===== src/rtl/card_hand_display.sv =====
// card_hand_display: registered baccarat hand store with per-slot 7-seg glyphs, running score and newest-card blink
module card_hand_display #(
    parameter int NUM_SLOTS = 3,
    parameter int BLINK_HALF = 4,
    localparam int CW = $clog2(NUM_SLOTS + 1),
    localparam int BW = BLINK_HALF > 1 ? $clog2(BLINK_HALF) : 1
) (
    input  logic                   slow_clock,
    input  logic                   resetb,
    input  logic                   load,
    input  logic [3:0]             card_in,
    input  logic                   clear,
    input  logic                   blink_en,
    output logic [7*NUM_SLOTS-1:0] hex_out,
    output logic [3:0]             score,
    output logic [CW-1:0]          count,
    output logic                   full,
    output logic                   overflow,
    output logic                   invalid
);
    logic [3:0]    slot [NUM_SLOTS];
    logic [BW-1:0] blink_cnt;
    logic          blink_off;
    logic          bad, accept;
    logic [3:0]    val;
    logic [4:0]    sum;

    function automatic logic [6:0] glyph(input logic [3:0] c);
        case (c)
            4'd1:    glyph = 7'b0001000;
            4'd2:    glyph = 7'b0100100;
            4'd3:    glyph = 7'b0110000;
            4'd4:    glyph = 7'b0011001;
            4'd5:    glyph = 7'b0010010;
            4'd6:    glyph = 7'b0000010;
            4'd7:    glyph = 7'b1111000;
            4'd8:    glyph = 7'b0000000;
            4'd9:    glyph = 7'b0010000;
            4'd10:   glyph = 7'b1000000;
            4'd11:   glyph = 7'b1100001;
            4'd12:   glyph = 7'b0011000;
            4'd13:   glyph = 7'b0001001;
            default: glyph = 7'b1111111;
        endcase
    endfunction

    assign full   = count == CW'(NUM_SLOTS);
    assign bad    = card_in == 4'd0 || card_in > 4'd13;
    assign accept = load && !bad && !full;
    assign val    = card_in <= 4'd9 ? card_in : 4'd0;
    assign sum    = {1'b0, score} + {1'b0, val};

    always_ff @(posedge slow_clock) begin
        if (!resetb || clear) begin
            for (int i = 0; i < NUM_SLOTS; i++) slot[i] <= 4'd0;
            count     <= '0;
            score     <= 4'd0;
            overflow  <= 1'b0;
            invalid   <= 1'b0;
            blink_cnt <= '0;
            blink_off <= 1'b0;
        end else begin
            invalid  <= load && bad;
            overflow <= load && !bad && full;
            if (accept) begin
                for (int i = 0; i < NUM_SLOTS; i++)
                    if (count == CW'(i)) slot[i] <= card_in;
                count <= count + CW'(1);
                score <= sum >= 5'd10 ? 4'(sum - 5'd10) : sum[3:0];
            end
            // a fresh card restarts the blink so it is shown a full half-period first
            if (accept || !blink_en || count == '0) begin
                blink_cnt <= '0;
                blink_off <= 1'b0;
            end else if (blink_cnt == BW'(BLINK_HALF - 1)) begin
                blink_cnt <= '0;
                blink_off <= ~blink_off;
            end else begin
                blink_cnt <= blink_cnt + BW'(1);
            end
        end
    end

    for (genvar i = 0; i < NUM_SLOTS; i++) begin : g_hex
        assign hex_out[7*i +: 7] = (blink_en && blink_off && count == CW'(i + 1)) ? 7'b1111111 : glyph(slot[i]);
    end
endmodule


===== config.mk =====
export PLATFORM = sky130hd
export DESIGN_NAME = card_hand_display
export DESIGN_NICKNAME = d
export VERILOG_FILES = /design/src/rtl/card_hand_display.sv
export SDC_FILE = /design/constraint.sdc
export NUM_CORES = 1
export LEC_CHECK = 0
export CORE_MARGIN = 1.5
export CORE_UTILIZATION = 51
export DETAILED_ROUTE_END_ITERATION = 6
export PLACE_DENSITY_LB_ADDON = 0.15
export SYNTH_ARGS = -nofsm -noshare
export SYNTH_HDL_FRONTEND = slang
export SYNTH_SLANG_ARGS = --single-unit

===== constraint.sdc =====
create_clock -name slow_clock -period 4.5 [get_ports slow_clock]
set_input_delay 0.675 -clock slow_clock [delete_from_list [all_inputs] [get_ports slow_clock]]
set_output_delay 0.675 -clock slow_clock [all_outputs]
set_load 0.05 [all_outputs]

**Yosys cells after proc, flatten, opt, wreduce, memory -nomap -nowiden**

Memories as Yosys holds them, arrays and structs flattened.
Index checks and enable logic that the tools add are counted.

- Register bits after elaboration: 11
- Latch bits: 0
- RAM bits: 12
- Memory bits (read-only): 336
- Bits of input ports: 9
- Output and inout port bits: 30
- Logic and storage cells: 67
- Memories kept: 4

- Add/sub/neg operators: 4
- Multiply operators: 0
- Div/mod/pow operators: 0
- Order comparisons: 3
- Equality and inequality tests: 4
- Shift operators: 0
- Muxes and demuxes: 22
- Bitwise logic cells: 4
- Reductions and logical operators: 20

Memories:

| name | depth | bits a word | read ports | clocked after Yosys merged registers in | wr ports | RTL line | source |
|---|---|---|---|---|---|---|---|
| (name not given) | 16 | 7 | 1 | 0 | 0 | 29 | `case (c)` |
| (name not given) | 16 | 7 | 1 | 0 | 0 | 29 |  |
| (name not given) | 16 | 7 | 1 | 0 | 0 | 29 |  |
| slot | 3 | 4 | 3 | 0 | 3 | 21 | `logic [3:0] slot [NUM_SLOTS];` |

Operators by type and width:

| kind | number |
|---|---|
| 2-to-1 mux 7 bit | 3 |
| 2-to-1 mux 4 bit | 5 |
| 2-to-1 mux 1 bit | 14 |
| logical AND 1 bit | 8 |
| equality test 2 bit (second input constant) | 3 |
| adder 4 x 4 -> 5 bit | 1 |
| >= comparator 5 x 4 -> 1 bit (second input constant) | 1 |
| adder 2 x 1 -> 2 bit (second input constant) | 2 |
| greater-than comparator 4 bit (second input constant) | 1 |
| <= comparator 4 bit (second input constant) | 1 |
| zero test 1 bit | 4 |
| zero test 4 bit | 1 |
| logical OR 1 bit | 4 |
| subtractor 4 bit (second input constant) | 1 |
| OR 1 bit | 3 |
| OR reduction 3 bit | 1 |
| equality test 2 x 1 -> 1 bit (second input constant) | 1 |
| zero test 2 bit | 1 |
| OR reduction 2 bit | 1 |
| NOT 1 bit | 1 |

**Longest topological paths before layout**

Gate-level depths: netlist of run 1.

- Word-level depth: 9
- Gate-level depth with buffers: 11
- Depth with buffers taken out: 11

**Least setup slack after synthesis of run 1**

OpenSTA, ideal clock, no wires.

- Path kind: register to output
- Start point: memory slot[0][1]
- End point: output port hex_out[2]
- Data arrival time: 2.650 ns
- Data required time: 3.825 ns
- Slack: 1.175 ns
- Cell stages (with the launch flop): 5
- Buffers on the path: 0
- Cells stage by stage: edfxtp_1 inv_1 ha_1 nor2_1 o311ai_0

RTL lines:

| element | RTL line | source |
|---|---|---|
| start, declared | 21 |  |
| end, declared | 14 | `output logic [7*NUM_SLOTS-1:0] hex_out,` |

**Final worst setup path of run 1**

- Start point: input port card_in[3]
- End point: register score[1]

- Longest elaborated chain between the ends: 5
- Elaborated cells on any way between the ends: 12
- Classes of those cells: add/sub (2); order compare (3); mux (2); reduce/logical (5)

Ends and longest elaborated chain:

| element | RTL line | source |
|---|---|---|
| start, declared | 11 | `input logic [3:0] card_in,` |
| <= comparator 4 bit, or another cell as far along | 50 | `assign val = card_in <= 4'd9 ? card_in : 4'd0;` |
| 2-to-1 mux 4 bit / logical OR 1 bit (equally long branches) | 50, 48 |  |
| adder 4 x 4 -> 5 bit / zero test 1 bit (equally long branches) | 51, 49 |  |
| subtractor 4 bit, or another cell as far along | 69 | `score <= sum >= 5'd10 ? 4'(sum - 5'd10) : sum[3:0];` |
| 2-to-1 mux 4 bit / logical AND 1 bit (equally long branches) | 69, 49 |  |
| end signal, assigned | 69 |  |
| end, declared | 15 | `output logic [3:0] score,` |

Parallel ways exist; a longest one is shown, timed or not.
A chain may end at the register's enable or synchronous reset.

==> results_dict.tcl, run 1 <==
set metrics [dict create \
    drc 0 \
    coreArea_mm2 0.003633 \
    setup_violations 0 \
    path_max_fanout 7 \
    end_kind "flip-flop" \
    hold_viol 0 \
    met3_wirelength_um 144 \
    cts.sinks 23 \
    crit_required_ns 4.70 \
    whs_path_depth 1 \
    nets 299 \
    met1_length_mm 1.797 \
    synthesis.area_mm2 0.001929 \
    seqCellArea_um2 580.6 \
    start_kind "primary input" \
    synth_largest_area_cell "ha_1" \
    power_uw 645.7 \
    top_layer "met4" \
    wl_per_cell_um 12.33 \
    io_buffers 38 \
    leakage_nw 1.006 \
    clk_latency_ns 0.26 \
    maxSlewHeadroom_pct 48.97 \
    met2_wirelength_mm 1.836 \
    finalNonFillerCells 307 \
    gp_congestion 0.8239 \
    multi_input_area_mm2 0.001234 \
    cts_resized 0 \
    ant_nets 0 \
    fillerInstances 340 \
    fin_crit_ns 3.292 \
    cts_max_level 1 \
    grt_max_degree 17 \
    fp-row-count 22 \
    synthFlopType "edfxtp_1" \
    die-width_um 64.51 \
    r2r-end "slot[0][3]$_DFFE_PP_" \
    synth_seq_area_share_pct 30.09 \
    ios 39 \
    synth_cell_types 39 \
    area_delta_synth_final_pct 23.54 \
    num_vias 1679 \
    synth.most_common_cell "nand2_1" \
    min-delay-path-class "reg2reg" \
    firstDrtPassIters 4 \
    cts_tree "yes" \
    critPathSlowestCell "clkdlybuf4s50_1" \
    status "completed" \
    fmax_ghz 0.3038 \
    diodes 0 \
    hold_path_end "blink_cnt[0]$_SDFF_PP0_" \
    place_area_mm2 0.002337 \
    path_cells "clkdlybuf4s50_1 > o21ai_0 > and2_1 > ha_1 > fa_1 > xor2_1 > inv_1 > ha_1 > o221ai_1 > o311a_1 > or4_1 > nand3_1" \
    cts_hold_buffers 0 \
    fin_skew_ns 0.004201 \
    utilization_pct 65.60 \
    rsz0062_at_grt "false" \
    dpl.hpwl_mm 2.933 \
    async_flop_share_pct 0 \
    numCtsBuffers 3 \
    die_height_um 64.51 \
    drv_slew 0 \
    timing.rr.start "count[0]$_SDFFE_PP0N_" \
    grt-ovfl-total 0 \
    path_delay_family "adder cells" \
    cts-root-buf "clkbuf_8" \
    path_clk_slew_ns 0.08 \
    crit_path_max_incr_delay_ns 0.57 \
    max-cap-violations 0 \
    initial_utilization_pct 53.10 \
    finalInstanceArea_mm2 0.002384 \
    setup_tns_ns 0 \
    tightest_slew_ns 0.7639 \
    cp.arrival_ns 3.50 \
    synth_edf_count 12 \
    ff2ff_path_depth 4 \
    vdd_drop_max_mv 0.1949 \
    synth_fp_nets 264 \
    synthTopCellsByArea "ha_1 (19%), edfxtp_1 (19%), dfxtp_1 (11%)" \
    crit_top_cell "ha_1" \
    synth_top_area_share_pct 18.81 \
    cts_buffer_depth 2 \
    synth_common_cells "nand2_1 (31), ha_1 (29), o21ai_0 (23), inv_1 (22), nand3_1 (16)" \
    antenna_found_initial 0 \
    grt_pass1_vias 1579 \
    routed_wl_mm 3.784 \
    p_per_area_mw_per_mm2 270.9 \
    cp_num_buf_inv 2 \
    dieArea_mm2 0.004161 \
    ys_ff_latch 23 \
    postSynthCellCount 225 \
    worstSetupPathType "in2reg" \
    hp-start "blink_cnt[0]$_SDFF_PP0_" \
    drive_gt1_share_pct 3.089 \
    drtIter0Drc 80 \
    cts_setup_buffers 0 \
    grtUsageTotal_pct 20.17 \
    period_share_pct 73.15 \
    r2r_setup_slack_ns 2.09 \
    yosys_warnings 0 \
    grt_pass1_wl_mm 6.989 \
    vias_per_cell 5.469 \
    syn_avg_cell_area_um2 8.575 \
    place_inst 303 \
]
[cell usage in the layout (no fill, tap or decap), types with 2 or more instances in the layout]
cell type,instances
a21oi_1,4
nor3_1,4
nand3_1,16
a22oi_1,2
o21ai_0,23
clkdlybuf4s50_1,38
nor2b_1,2
ha_1,29
inv_1,22
nand4_1,2
xnor2_1,2
nor3b_1,2
o211ai_1,3
mux4_2,2
nor2_1,11
nand2b_1,2
mux2i_1,8
or4_1,2
dfxtp_1,11
o311ai_0,6
clkbuf_8,3
nand2_1,31
and2_1,6
edfxtp_1,12
o31ai_1,2
[power by group]
part           switching (mW)  total (mW)  leakage [nW]  internal, mW
clock                  0.0637       0.125        0.0255        0.0617
sequential             0.0178       0.248         0.224         0.230
combinational           0.174       0.272         0.757        0.0980
[worst register-to-register path: stages, from the launching register on]
cell and delay [ns]:
dfxtp_1 0.36, ha_1 0.26, or4b_1 0.82, a311oi_1 0.55, and2_1 0.27
[worst max-delay path by stage]
stage | from | to | slack (ns) | cells after the start
2_1_floorplan | slot[0][1]$_DFFE_PP_ | hex_out[2] | 1.17 | 4
3_5_place_dp | card_in[3] | score[2]$_SDFFE_PP0N_ | 0.96 | 12
3_3_place_gp | card_in[3] | score[1]$_SDFFE_PP0N_ | 1.04 | 12
5_1_grt | card_in[1] | score[1]$_SDFFE_PP0N_ | 0.99 | 12
6_report | card_in[3] | score[1]$_SDFFE_PP0N_ | 1.21 | 12
4_1_cts | card_in[3] | score[1]$_SDFFE_PP0N_ | 1.23 | 12
[metal layers]
| layer | up-vias | global-route usage [%] |
|---|---|---|
| met1 | 772 | 27.14 |
| met4 | 0 | 3.723 |
| met2 | 38 | 35.68 |
| met5 | - | 0 |
| met3 | 2 | 1.736 |
| li1 | 867 | - |
[layout make-up]
class                           count  share of cell area (%)
Sequential cell                    23                   24.36
Inverter                           22                   3.465
Tap cell                           48                   2.520
Clock inverter                      1                  0.2100
Clock buffer                        3                   1.732
Multi-Input combinational cell    172                   51.76
Timing Repair Buffer               38                   15.96
[sequential cells by signal, indices dropped and copies added, names as in the netlist]
signal and cells:
blink_cnt 2, blink_off 1, count 2, invalid 1
overflow 1, score 4, slot 12
[cells by family (layout without fill, tap and decap cells)]
| group | count (synthesis) | after routing | share of synthesized area, % |
|---|---|---|---|
| AO/OA/AOI/OAI | 44 | 44 | 14.27 |
| AND/OR/NAND/NOR | 84 | 84 | 21.40 |
| multiplexers | 11 | 11 | 7.069 |
| flip-flops | 23 | 23 | 30.09 |
| XOR/XNOR | 3 | 3 | 1.362 |
| buffers and inverters | 30 | 64 | 5.966 |
| adder cells (fa/ha/maj) | 30 | 30 | 19.84 |
[metrics by stage]
step           worst slack [ns]  hold slack, ns
2_1_floorplan             1.175          0.4043
3_3_place_gp              1.037          0.4259
3_5_place_dp             0.9618          0.4321
4_1_cts                   1.229          0.4437
5_1_grt                  0.9872          0.4802
6_report                  1.208          0.4381
Power figures use the tool's default switching activity.
==> run 2, diff against run 1 <==
--- a/config.mk
+++ b/config.mk
@@ -6,7 +6,7 @@
 export NUM_CORES = 1
 export LEC_CHECK = 0
 export CORE_MARGIN = 1.5
-export CORE_UTILIZATION = 51
+export CORE_UTILIZATION = 47
 export DETAILED_ROUTE_END_ITERATION = 6
 export PLACE_DENSITY_LB_ADDON = 0.15
 export SYNTH_ARGS = -nofsm -noshare
==> constraint.sdc (replaced) <==
create_clock -name slow_clock -period 2.95 [get_ports slow_clock]
set_input_delay 0.4425 -clock slow_clock [delete_from_list [all_inputs] [get_ports slow_clock]]
set_output_delay 0.4425 -clock slow_clock [all_outputs]
set_load 0.05 [all_outputs]
==> run 2 against run 1 <==
Compared with the run above: via count grew 4.1%; cell area grew 3.8%; clock-buffer cell count is the same; first-iteration DRC count shrank 70%; largest cell class unchanged.
==> results_dict.tcl, run 2 (synthesis results as in run 1) <==
set metrics [dict create \
    cts.sinks 23 \
    leakage_nw 1.090 \
    diodes 0 \
    initial_utilization_pct 48.58 \
    timing.rr.start "score[0]$_SDFFE_PP0N_" \
    clk_latency_ns 0.26 \
    r2r-end "score[1]$_SDFFE_PP0N_" \
    max-cap-violations 0 \
    num_vias 1747 \
    largest_reg_flops 12 \
    ff2ff_path_depth 9 \
    fin_crit_ns 2.848 \
    fin_hold_ws_ns 0.4291 \
    top_register "slot" \
    tightest_slew_ns 0.5009 \
    power_uw 999.9 \
    grt_pass1_vias 1553 \
    drc 0 \
    wl_per_cell_um 12.20 \
    routed_wl_mm 3.953 \
    worstSetupPathType "in2reg" \
    status "completed" \
    place_inst 320 \
    reg_top3 "slot: 12 flops, score: 4 flops" \
    ios 39 \
    dpl.hpwl_mm 3.092 \
    grt_pass1_wl_mm 6.699 \
    grt_max_degree 16 \
    path_max_fanout 4 \
    place_area_mm2 0.002407 \
    utilization_pct 62.29 \
    grtUsageTotal_pct 19.01 \
    vdd_drop_max_mv 0.2218 \
    finalInstanceArea_mm2 0.002474 \
    cts_buffer_depth 2 \
    die_height_um 67.07 \
    cts_max_level 1 \
    p_per_area_mw_per_mm2 404.2 \
    vias_per_cell 5.392 \
    gp_congestion 0.8531 \
    setup_violations 0 \
    grt-ovfl-total 0 \
    cts_resized 0 \
    cp.arrival_ns 3.05 \
    end_kind "flip-flop" \
    dpl_worst_slack_ns -0.1541 \
    crit_end "score[1]$_SDFFE_PP0N_" \
    seqCellArea_um2 580.6 \
    dieArea_mm2 0.004498 \
    cts-root-buf "clkbuf_8" \
    hold_viol 0 \
    fmax_ghz 0.3512 \
    numCtsBuffers 3 \
    cp-startpoint "card_in[1]" \
    maxSlewHeadroom_pct 66.50 \
    multi_input_area_mm2 0.001254 \
    drtIter0Drc 24 \
    most-common-layout-cells "buf_4 (33), nand2_1 (31), ha_1 (27)" \
    min-delay-path-class "reg2reg" \
    cts_hold_buffers 0 \
    die-width_um 67.07 \
    start_kind "primary input" \
    finalNonFillerCells 324 \
    drv_slew 0 \
    nets 314 \
    fillerInstances 352 \
    firstDrtPassIters 4 \
    setup_ws_ns 0.1024 \
    cts_setup_buffers 0 \
    ant_nets 0 \
    cts_tree "yes" \
    crit_required_ns 3.16 \
    layout_commonest_cell "buf_4" \
    area_delta_synth_final_pct 28.21 \
    path_clk_slew_ns 0.08 \
    fin_skew_ns 0.002580 \
    period_share_pct 96.53 \
    coreArea_mm2 0.003971 \
    fp-row-count 23 \
    io_buffers 38 \
    hp-start "blink_cnt[0]$_SDFF_PP0_" \
    r2r_setup_slack_ns 0.69 \
    antenna_found_initial 0 \
    setup_tns_ns 0 \
    drive_gt1_share_pct 16.79 \
]
-- run 2: cell types whose count changed in the layout (fill, tap and decap cells not counted), sizes merged --
cell	previous run	this run
buf	0	33
clkdlybuf4s50	38	20
-- run 2: cell type report --
type,count,area share (%)
clock buffers,3,1.669
clock inverters,1,0.2023
inverters,22,3.338
multi-input cells,172,50.68
flip-flops and latches,23,23.47
well taps,50,2.529
repair buffers,53,18.11
-- run 2: report_power, final --
group | switching [mW] | total [mW] | internal [mW]
combinational | 0.273 | 0.428 | 0.156
clock | 0.0992 | 0.193 | 0.0942
sequential | 0.0274 | 0.378 | 0.351
total | 0.399 | 1.00 | 0.601
-- run 2: routing by layer --
| layer | up-vias | track usage (%) | wire length (um) |
|---|---|---|---|
| met5 | - | 0 | 0 |
| met4 | 0 | 3.316 | 21 |
| met3 | 2 | 2.703 | 174 |
| met2 | 44 | 33.42 | 1887 |
| met1 | 805 | 24.82 | 1869 |
| li1 | 896 | - | - |
-- run 2: how the worst min path moves through the flow --
stage / end / depth (start not counted)
2_1_floorplan: blink_cnt[0]$_SDFF_PP0_ / 1
5_1_grt: blink_cnt[0]$_SDFF_PP0_ / 1
3_3_place_gp: blink_cnt[0]$_SDFF_PP0_ / 1
3_5_place_dp: blink_cnt[0]$_SDFF_PP0_ / 1
4_1_cts: blink_cnt[0]$_SDFF_PP0_ / 1
6_report: blink_cnt[0]$_SDFF_PP0_ / 1
-- run 2: worst max-delay path, cell delays in order --
cell and delay, ns:
clkdlybuf4s50_1 0.48, o21ai_0 0.10, and2_1 0.17, ha_2 0.18, fa_2 0.39, xor2_2 0.19
inv_1 0.07, ha_2 0.18, o221ai_1 0.11, o311a_1 0.17, or4_1 0.48, nand3_1 0.09
==> run 3, diff against run 2 <==
--- a/config.mk
+++ b/config.mk
@@ -7,6 +7,7 @@
 export LEC_CHECK = 0
 export CORE_MARGIN = 1.5
 export CORE_UTILIZATION = 47
+export CTS_CLUSTER_DIAMETER = 150
 export DETAILED_ROUTE_END_ITERATION = 6
 export PLACE_DENSITY_LB_ADDON = 0.15
 export SYNTH_ARGS = -nofsm -noshare
==> results of run 3 <==
Same layout as run 2: the final DEF is identical, and so are final timing and power.
==> RTL edit 1 (settings of run 3) <==
`NUM_SLOTS`: 3 -> 6.
--- a/src/rtl/card_hand_display.sv
+++ b/src/rtl/card_hand_display.sv
@@ -1,5 +1,5 @@
 // card_hand_display: registered baccarat hand store with per-slot 7-seg glyphs, running score and newest-card blink
 module card_hand_display #(
-    parameter int NUM_SLOTS = 3,
+    parameter int NUM_SLOTS = 6,
     parameter int BLINK_HALF = 4,
     localparam int CW = $clog2(NUM_SLOTS + 1),
Ports: changed (resized count and hex_out); port bits go from 39 to 61. No check against the original RTL was run, so the function may have changed too.
==> RTL edit 1 against run 3 <==
Sequential share of layout area up 0.36 points. Synthesized area up 73%. Wire length up 79%. Cell count up 68%. Setup slack better by 0.037 ns. Sequential cell count up 13. Register-to-register slack worse by 0.15 ns. Cell area up 63%. Power up 56%. Critical path type unchanged. Critical endpoint is now score[2].
==> RTL edit 1: results (changes against run 3) <==
POST_SYNTHESIS_TO_FINAL_LAYOUT_AREA_GROWTH_PCT=21.2
GRT_FIRST_PASS_WIRELENGTH_MM=11.7  # +75%
DETAILROUTE.WIRELENGTH.MET2_MM=3.38  # +79%
GRT.MET1_USAGE_PCT=24.9  # +0.035 points
NUMPORTBUFFERS=60  # +58%
REGTOREGSTARTPOINT='count[0]'
YS_TYPES=42  # +7.7%
MAXIMUM_NUMBER_OF_PINS_ON_ONE_NET_BEFORE_GLOBAL_ROUTE_REPAIR=15  # -1
PLACE_INST=537  # +68%
CLOCK_AREA_SHARE_PCT=2.17  # +0.30 points
SYNTH_TOP_CELL_AREA_SHARE_PCT=21.7  # +2.8 points
CLOCK_LATENCY_NS=0.29  # +0.03 ns
REG2REG_DEPTH=5  # -4
DETAIL_ROUTE.WIRELENGTH.MET1_MM=3.34  # +79%
ROUTEDWLPERCELL_UM=13.0  # +6.4%
POST_ROUTE_CELLS_DRIVE_ABOVE_1_SHARE_PCT=16.7  # -0.085 points
MET3_USAGE_PCT=4.08  # +1.4 points
WL_MET3_UM=303  # +74%
MULTI_INPUT_AREA_SHARE_PCT=54.1  # +3.5 points
FINALCLOCKSKEW_NS=0.00507  # +0.00249 ns
DETAILED_PLACE.AREA_UM2=3950  # +64%
STATUS='completed'
GLOBAL_ROUTE.USAGE.MET2_PCT=32.1  # -1.3 points
WORST-SLEW-PIN-TRANSITION_NS=0.696  # +0.195 ns
ROUTED_WL_MM=7.07  # +79%
GRT.TOTAL_USAGE_PCT=19.2  # +0.18 points
YOSYSSEQAREASHARE_PCT=28.9  # -1.2 points
CRIT_ARRIVAL_NS=3.04  # about the same
SYNTH-EDFF-COUNT=24  # +12
POWER_LEAKAGE_nW=1.81  # +66%
GRT_PASS1_VIAS=2639  # +70%
VIAS_PER_CELL=5.29  # -1.9%
CRITPATHTOPFAMILY='simple AND/OR/NAND/NOR gates'
SYNTH.TOP_CELLS.BY_COUNT='62 x sky130_fd_sc_hd__nand2_1, 47 x sky130_fd_sc_hd__ha_1, 24 x sky130_fd_sc_hd__edfxtp_1, 24 x sky130_fd_sc_hd__inv_1'
-- RTL edit 1: changes by cell type in the layout (fill, tap and decap cells not counted), moves of 7 or more --
| cell | run 3 | this run |
|---|---|---|
| sky130_fd_sc_hd__and3_1 | 1 | 11 |
| sky130_fd_sc_hd__and2_1 | 6 | 21 |
| sky130_fd_sc_hd__ha_1 | 27 | 47 |
| sky130_fd_sc_hd__a21oi_1 | 4 | 14 |
| sky130_fd_sc_hd__nor2_1 | 11 | 18 |
| sky130_fd_sc_hd__mux2i_1 | 8 | 15 |
| sky130_fd_sc_hd__edfxtp_1 | 12 | 24 |
| sky130_fd_sc_hd__nand2_1 | 31 | 62 |
| sky130_fd_sc_hd__buf_4 | 33 | 50 |
-- RTL edit 1: cells by family after synthesis --
| kind of cell | share of synthesized area [%] |
|---|---|
| AND/OR/NAND/NOR | 24.9 |
| AO/OA/AOI/OAI | 12.8 |
| adder cells (fa/ha/maj) | 18.3 |
| buffers and inverters | 5.53 |
| flip-flops | 28.9 |
| multiplexers | 8.57 |
| XOR/XNOR | 1.02 |
-- RTL edit 1: power groups by stage --
stage / Clock [W] / Combinational [W] / Sequential (W)
after detailed placement: 0 / 0.000617 / 0.000609
after CTS: 0.000351 / 0.000618 / 0.000597
final: 0.000345 / 0.000617 / 0.000597
after global routing: 0.000371 / 0.000660 / 0.000603
after global placement: 0 / 0.000610 / 0.000607
after floorplan: 0 / 0.000453 / 0.000592
-- RTL edit 1: worst reg2reg max path: cells and delay by family, from the launching register on --
family	cells	cell delay, ns
simple gates	2	0.72
buf+inv	1	0.10
fa+ha+maj	1	0.29
compound gates	1	0.57
flops	1	0.39
==> RTL edit 2 (config.mk and constraints of run 3) <==
Made on the original files. Put one more register stage on the output `overflow`, without a reset. The value now appears one clock later. The other outputs are not delayed to match.
--- a/src/rtl/card_hand_display.sv
+++ b/src/rtl/card_hand_display.sv
@@ -19,4 +19,6 @@
     output logic                   invalid
 );
+
+    logic overflow_s0;
     logic [3:0]    slot [NUM_SLOTS];
     logic [BW-1:0] blink_cnt;
@@ -56,5 +58,5 @@
             count     <= '0;
             score     <= 4'd0;
-            overflow  <= 1'b0;
+            overflow_s0 <= 1'b0;
             invalid   <= 1'b0;
             blink_cnt <= '0;
@@ -62,5 +64,5 @@
         end else begin
             invalid  <= load && bad;
-            overflow <= load && !bad && full;
+            overflow_s0 <= load && !bad && full;
             if (accept) begin
                 for (int i = 0; i < NUM_SLOTS; i++)
@@ -85,4 +87,8 @@
         assign hex_out[7*i +: 7] = (blink_en && blink_off && count == CW'(i + 1)) ? 7'b1111111 : glyph(slot[i]);
     end
+    always_ff @(posedge slow_clock) begin
+        overflow <= overflow_s0;
+    end
+
 endmodule
 
Formal check against the unedited RTL: not equivalent (a bounded check fails within 10 cycles, from zero or initial values).
==> RTL edit 2 against run 3 <==
Sequential cell count rose by 1. Setup slack better by 0.0084 ns. Wire length fell by 0.86%. Sequential power grew 4%. Power grew 10%. Synthesized area up 1.0%. Non-clock buffer count unchanged. Cell area up 1.4%. Critical endpoint is now hex_out[8]. Largest cell class unchanged.
==> RTL edit 2: results (changes against run 3) <==
STATUS='completed'
YOSYSSEQAREASHARE_PCT=30.8  # +0.72 points
CRIT_PATH_MAX_INCR_DELAY_NS=0.79  # +0.31 ns
DOMINANTREGCELLSYNTH='sky130_fd_sc_hd__edfxtp_1'
DETAILEDPLACEMENTHPWL_MM=3.12  # +0.80%
SEQ_PWR_W=0.000392  # +4%
MIN-DELAY-START='overflow_s0'
ROUTEDWLPERCELL_UM=12.1  # -1.2%
REQUIRED_NS=2.51  # -0.65 ns
SYNTH-EDFF-COUNT=12  # unchanged
FIN_NETS=315  # +0.32%
SYNTH-COMPOUND-AREA-SHARE_PCT=14.1  # -0.15 points
STARTPOINT='slot[0][5]'
SYNTH_MUX_AREA_SHARE_PCT=7.00  # -0.073 points
SYNTHXORXNORAREAFRAC_PCT=1.35  # -0.014 points
DETAILROUTE.VIA_COUNT=1704  # -2.5%
VIAS_PER_CELL=5.24  # -2.8%
CRITPATHMAXFANOUT=8  # +4
ANTENNA_VIOLATIONS_BEFORE_REPAIR=0  # unchanged
GRT_PASS1_VIAS=1555  # +0.13%
FINALCLOCKSKEW_NS=0.00239  # -0.000193 ns
WORST_SETUP_HOLD_PATH_CLK_SLEW_NS=0.08  # about the same
REGTOREGSTARTPOINT='score[0]'
DP_WORST_SETUP_SLACK_NS=-0.158  # -0.00437 ns
TOTAL_SWITCHING_POWER_W=0.000403  # +1.0%
GRT_OVERFLOW_TOTAL=0  # unchanged
CRITPATHTOPFAMILY='buffers and inverters'
POST_ROUTE_CELLS_DRIVE_ABOVE_1_SHARE_PCT=15.6  # -1.2 points
MAX-VDD-IR-DROP_mV=0.238  # +7.2%
MAXIMUM_NUMBER_OF_PINS_ON_ONE_NET_BEFORE_GLOBAL_ROUTE_REPAIR=15  # -1
DRTPASS1ITERATIONS=4  # unchanged
SYN-NUM-NETS=265  # +0.38%
N_ANTENNA_CELL=0  # unchanged
TOTAL_POWER_CONSUMPTION_W=0.00110  # +10%
WEIGHTED_CONGESTION_REPORTED_AT_THE_END_OF_ROUTABILITY_DRIVEN_PLACEMENT=0.833  # -2.4%
YS_TYPES=39  # unchanged
CLKPWRFRAC_PCT=26.0  # +6.7 points
YS_TOP_CELLS_BY_AREA='sky130_fd_sc_hd__ha_1 19%, sky130_fd_sc_hd__edfxtp_1 18%, sky130_fd_sc_hd__dfxtp_1 12%'
SYNTH.AVG_CELL_AREA_UM2=8.63  # +0.59%
NUMCTSBUFFERS=3  # unchanged
GRT.TOTAL_USAGE_PCT=18.7  # -0.33 points
POWER_LEAKAGE_nW=1.11  # +1.6%
DETAIL_ROUTE.ITER0.VIOLATIONS=45  # +88%
WORST-SLEW-PIN-TRANSITION_NS=0.505  # +0.00449 ns
NFILLCELLS=366  # +4.0%
SYNTH_ASYNC_RESET_RATIO_PCT=0  # unchanged
CTS_BUFFER_DEPTH=2  # unchanged
GRT_FIRST_PASS_WIRELENGTH_MM=6.69  # about the same
SYNTH_ADDER_AREA_SHARE_PCT=19.6  # -0.20 points
-- RTL edit 2: changes by cell type in the layout (fill, tap and decap cells not counted), sizes merged --
cell,before,now
dfxtp,11,12
clkinv,1,0
bufinv,0,1
-- RTL edit 2: layer usage --
layer	global-route usage [%]	up-vias	routed length [um]
li1	-	899	-
met1	24.9	769	1930
met2	33.0	34	1830
met3	1.33	2	141
met4	4.08	0	14
met5	0	-	0
-- RTL edit 2: metrics by stage --
step	setup TNS, ns	hold WS (ns)	area (um2)
finish	0	0.337	2510
CTS	0	0.342	2500
global placement	-0.203	0.317	2430
detailed placement	-0.372	0.325	2430
floorplan	0	0.310	1950
global route	0	0.357	2510
-- RTL edit 2: worst paths after layout --
| kind | endpoint | slack [ns] | cells past startpoint |
|---|---|---|---|
| setup / recovery | hex_out[8] | 0.11 | 7 |
| hold / removal | overflow | 0.34 | 0 |
| setup reg to reg | score[1] | 0.69 | 9 |
| hold reg to reg | overflow | 0.34 | 0 |
-- RTL edit 2: cell type report --
| type | instances | area (um2) | share of cell area [%] |
|---|---|---|---|
| Inverter | 22 | 82.6 | 3.29 |
| Multi-Input combinational cell | 172 | 1240 | 49.6 |
| Sequential cell | 24 | 601 | 23.9 |
| Tap cell | 50 | 62.6 | 2.49 |
| Clock inverter | 1 | 30.0 | 1.20 |
| Timing Repair Buffer | 53 | 448 | 17.9 |
| Clock buffer | 3 | 41.3 | 1.65 |
-- RTL edit 2: kinds of logic (layout without fill, tap and decap cells) --
kind of cell / Yosys count / in the layout
buffers and inverters: 30 / 79
DFF: 24 / 24
and+or+nand+nor: 84 / 84
xor gates and xnor gates: 3 / 3
adders and majority gates: 30 / 30
muxes: 11 / 11
AOI/OAI and AO/OA: 44 / 44
